**src/rtl/counter_seq_checker_pkg.sv**
```systemverilog
// Shared types and helpers for counter_seq_checker and its saturating counters.
// State encodings are fixed so that external probes and waveforms agree on their meaning.
package counter_seq_checker_pkg;

    typedef enum logic [1:0] {
        ST_UNLOCKED = 2'd0,
        ST_ACQUIRE  = 2'd1,
        ST_LOCKED   = 2'd2
    } state_t;

    // Wide enough for any lock length in 1..15.
    localparam int GOOD_W = 4;

    // Increments v, but holds it once it reaches the all-ones value of a w-bit counter.
    function automatic logic [31:0] sat_inc(input logic [31:0] v, input int w);
        logic [31:0] max_val;
        max_val = (w >= 32) ? 32'hFFFF_FFFF : ((32'd1 << w) - 32'd1);
        return (v >= max_val) ? max_val : (v + 32'd1);
    endfunction

endpackage

```
**src/rtl/counter_seq_checker_sat_counter.sv**
```systemverilog
// sat_counter: W-bit up-counter that saturates at all-ones; asynchronous active-low reset.
module sat_counter
    import counter_seq_checker_pkg::*;
#(
    parameter int W = 8
) (
    input  logic         clk,
    input  logic         reset,
    input  logic         inc,
    output logic [W-1:0] q
);

    always_ff @(posedge clk or negedge reset) begin
        if (!reset) begin
            q <= '0;
        end else if (inc) begin
            q <= W'(sat_inc(32'(q), W));
        end
    end

endmodule

```
**config.mk**
```make
export PLATFORM = sky130hd
export DESIGN_NAME = sat_counter
export DESIGN_NICKNAME = d
export VERILOG_FILES = /design/src/rtl/counter_seq_checker_pkg.sv /design/src/rtl/counter_seq_checker_sat_counter.sv
export SDC_FILE = /design/constraint.sdc
export NUM_CORES = 1
export LEC_CHECK = 0
export CAP_MARGIN = 20
export CORE_AREA = 2 2 39 41
export DETAILED_ROUTE_END_ITERATION = 8
export DIE_AREA = 0 0 41 43
export PLACE_DENSITY = 0.6
export SETUP_SLACK_MARGIN = 0.02
export SLEW_MARGIN = 20
export SYNTH_ARGS = -nofsm -noshare
export SYNTH_HDL_FRONTEND = slang
export SYNTH_SLANG_ARGS = --single-unit
```
**constraint.sdc**
```tcl
create_clock -name clk -period 1.3 [get_ports clk]
set_clock_uncertainty 0.05 [all_clocks]
set_input_delay 0.26 -clock clk [delete_from_list [all_inputs] [get_ports clk]]
set_output_delay 0.26 -clock clk [all_outputs]
set_load 0.1 [all_outputs]
```
* Yosys cells after proc, flatten, opt, wreduce, memory -nomap -nowiden
Cells that the tools add are included.
** Storage, ports and cells
- Flip-flop bits (word level) :: 8
- Input bits :: 3
- Output and inout port bits :: 8
** Operators by class
- $add $sub $neg :: 1
- Magnitude comparators :: 1
- Muxes and demuxes :: 1
** Operator list (number)
- 8-bit by 1-bit adder with 8-bit output (second input constant) :: 1
- 8-bit >= comparator (second input constant) :: 1
- 8-bit 2-to-1 mux :: 1

* Longest topological paths before layout
Gate-level depths: netlist (run 1).
- Word-level depth :: 2
- Depth in mapped cells :: 5
- Depth with buffers taken out :: 4

* Least setup slack after synthesis (run 1)
Ideal clock, no wire load.
- Path type :: register to register
- Start :: reg q[0]
- End :: reg q[6]
- Library setup time :: 0.126 ns
- Arrival time :: 1.940 ns
- Data required time :: 1.124 ns
- Setup slack :: -0.816 ns
- Cell stages (with the launch flop) :: 6
- Path buffers :: 1
- Period minus slack after synthesis :: 2.116 ns
- Cell sequence :: dfrtp_1 ha_1 and3_1 buf_6 nand4_4 mux2_4
** On the way
- Longest elaborated chain between the ends :: 2
- Elaborated cells on any way between the ends :: 3
** Ends and longest elaborated chain
- from (decl) :: RTL line counter_seq_checker_sat_counter.sv:10 : output logic [W-1:0] q
- from (signal assigned) :: RTL line counter_seq_checker_sat_counter.sv:17 : q <= W'(sat_inc(32'(q), W));
- 8-bit by 1-bit adder with 8-bit output or 8-bit >= comparator (tied branches) :: RTL line counter_seq_checker_pkg.sv:18 : return (v >= max_val) ? max_val : (v + 32'd1);
- 8-bit 2-to-1 mux * :: RTL line counter_seq_checker_pkg.sv:18
Mark *: on every way between the ends. The rest lies on a longest branch, timed or not.
A chain may end at the register's enable or synchronous reset.

* Worst setup path after layout (run 1)
- Start :: reg q[1]
- End :: out q[1]
No word-level cell between the ends.

==> reports/results.txt, run 1 <==
Synth cell types - 20
H-tree levels - 1
Final Util - 58.4%
syn nets - 42
grt ovf - 0
Starting Density - 29.4%
post-synth top area cell - dfrtp_1
wire per inst - 13.5 µm
Crit path largest cell delay - 490 ps
row cnt - 14
RSZ-0062 raised after global routing - yes
Synth Cell Area - 407 µm²
Fmax - 738 MHz
DP HPWL - 719 µm
DR iter-0 viols - 1
Final Hold Viols - 0
drt total wl - 1040 µm
clk_lat worst skew - 260 ps
max FFs per register - 8
Compound-Gate Fraction of Synth Area - 6.15%
synthesized flop and latch total - 8
largest family of logic cells by synthesized area - simple AND/OR/NAND/NOR gates
Post-synth EDFFs - 0
Ports - 11
simple-gate share of the synthesized area - 24.9%
mux contribution to synthesized area - 8.62%
Final Cycle Share - 104%
multi-input logic area - 256 µm²
biggest regs - q: 8 flops
area delta synth->final - 98.8%
worst hold path type - input port to asynchronous set/reset pin
Crit-path slowest cell - dfrtp_4
CTS Buffer Depth - 2
layout cell share with drive strength beyond 1 - 70.5%
final setup fails - 7
CTS tree - done
Post-Synth Adder-Cell Area - 3.08%
clk root buf - clkbuf_4
drt pass-1 iters - 4
crit path launch type - flip-flop
YS warnings - 0
initial antenna violation count - 0
Die Ht - 43 µm
Fillers - 117
Post-Synth XOR/XNOR Area - 4.31%
Top delay family on crit path - flip-flops
Slew headroom - 75.2%
Slew Limit Fails - 0
asr flop ratio synth - 100%
Worst setup EP type - primary output
cell-by-cell listing of the critical path - buf_6 > buf_12
Yosys top cell area share - 49.2%
GPL Wtd Cong - 0.758
Vias - 378
all-layer global routing usage - 14.0%
largest net degree at the start of global routing - 9
Die ar. - 1760 µm²
Critical Path RT - 990 ps
vias in the first global route - 382
CTS sink count - 8
clock-pin slew on the worst setup and hold paths - 60 ps
failing checks - setup timing
Seq/Total Area, Yosys - 49.2%
first-pass GRT wire length - 1630 µm
most area-consuming cells after synthesis - dfrtp_1 (49%), nand2_1 (6.5%), nand4_4 (5.2%), a21oi_1 (4.9%), mux2i_1 (4.9%)
TritonCTS Buffers - 3
antenna cells - 0
DRC viols - 0
Die W - 41 µm
register area - 225 µm²
CP Max Fanout - 3
max_cap viols - 0
minimum clock period - 1350 ps
Final nets - 67
Critical Path AT - 1040 ps
Post-Syn Instances - 38
number of port buffers - 10
worst slew pin tran - 371 ps
Buf/Inv on CP - 2
WS Path Type - flip-flop to primary output
core area - 1380 µm²
outcome - complete, but fails checks
Reg with most FFs - q
syn avg cell area - 10.7 µm²
Routed Antenna Nets - 0
Final Worst Setup Slack - -54.2 ps
Top FF cell, synth - dfrtp_1
Vias/cell - 4.91
## logic make-up (layout without fill, tap and decap cells)
family          Yosys count  after routing
simple gates             17             17
flops                     8              8
mux                       3              3
xor+xnor                  2              2
fa+ha+maj                 1              1
compound gates            5              5
buf+inv                   2             25
## worst register-to-register path, cell delays in order, from the launching register on
cell and delay, ps:
dfrtp_4 490, ha_4 170, and3_4 170, nand4_4 60
mux2_4 290
## timing repair
action / in CTS / in global routing
hold buffers: 0 / 0
buffers inserted: 4 / 2
setup endpoints to repair: 10 / 13
resized for setup: 8 / 7
pin swaps: 6 / 5
## cell type report
| type | instances | area share (%) |
|---|---|---|
| repair buffers | 21 | 34.7 |
| clock buffers | 3 | 2.79 |
| well taps | 16 | 2.48 |
| multi-input cells | 28 | 31.7 |
| inverters | 1 | 0.464 |
| flip-flops and latches | 8 | 27.9 |
## cell usage after synthesis, types with 2 or more instances
library cell / n
mux2i_1: 2
nand3_1: 2
a21oi_1: 4
dfrtp_1: 8
nand2_1: 7
## path summary, 6_finish.rpt
path | start | to | slack (ps) | depth (start not counted)
max in group asynchronous | reset | q[5] | 660 | 1
worst max register to register | q[1] | q[6] | -50 | 4
worst min-delay path | reset | q[6] | 230 | 1
min in group clk | inc | q[2] | 350 | 3
worst max-delay path | q[1] | q[1] | -50 | 2
worst min register to register | q[7] | q[1] | 570 | 2
## stage by stage
stage	hold slack [ps]	instance area [µm²]	TNS (ps)	instances	setup slack [ps]
global route	253	808	-517	77	-81.4
global placement	526	679	-1600	68	-259
finish	230	808	-276	77	-54.2
floorplan	-85.6	453	-1400	38	-352
CTS	249	768	-271	75	-56.0
detailed placement	526	679	-1690	68	-265
## cell usage in the layout (no fill, tap or decap), drive strengths merged
cell type / Yosys / layout
a21oi: 4 / 4
and3: 2 / 2
and4: 1 / 1
buf: 1 / 19
clkbuf: 0 / 3
clkdlybuf4s50: 0 / 1
dfrtp: 8 / 8
dlymetal6s2s: 0 / 1
ha: 1 / 1
inv: 1 / 1
mux2: 1 / 1
mux2i: 2 / 2
nand2: 7 / 7
nand3: 2 / 2
nand4: 2 / 2
nor2: 1 / 1
nor3: 1 / 1
o21ai: 1 / 1
or3: 1 / 1
xnor2: 1 / 1
xor2: 1 / 1
## metal layers
layer | vias up | share of wire (%) | track usage (%) | routed length [µm]
li1 | 179 | - | - | -
met3 | 3 | 3.8 | 4.71 | 39
met5 | - | 0 | 0 | 0
met2 | 11 | 59 | 23.1 | 611
met1 | 185 | 37 | 14.4 | 380
met4 | 0 | 0.87 | 8.00 | 9
Power of run 1 is left out: the tool's default activity adds up to more than one toggle a clock period on the data nets, which glitch-free logic cannot reach.
==> inputs of run 2 (changes only) <==
--- a/config.mk
+++ b/config.mk
@@ -5,6 +5,7 @@
 export SDC_FILE = /design/constraint.sdc
 export NUM_CORES = 1
 export LEC_CHECK = 0
+export ABC_CLOCK_PERIOD_IN_PS = 1300
 export CAP_MARGIN = 20
 export CORE_AREA = 2 2 39 41
 export DETAILED_ROUTE_END_ITERATION = 8
==> results of run 2 <==
Same layout as run 1: the final DEF is identical, and so are final timing and power.
Power of run 2 is left out for the same reason.
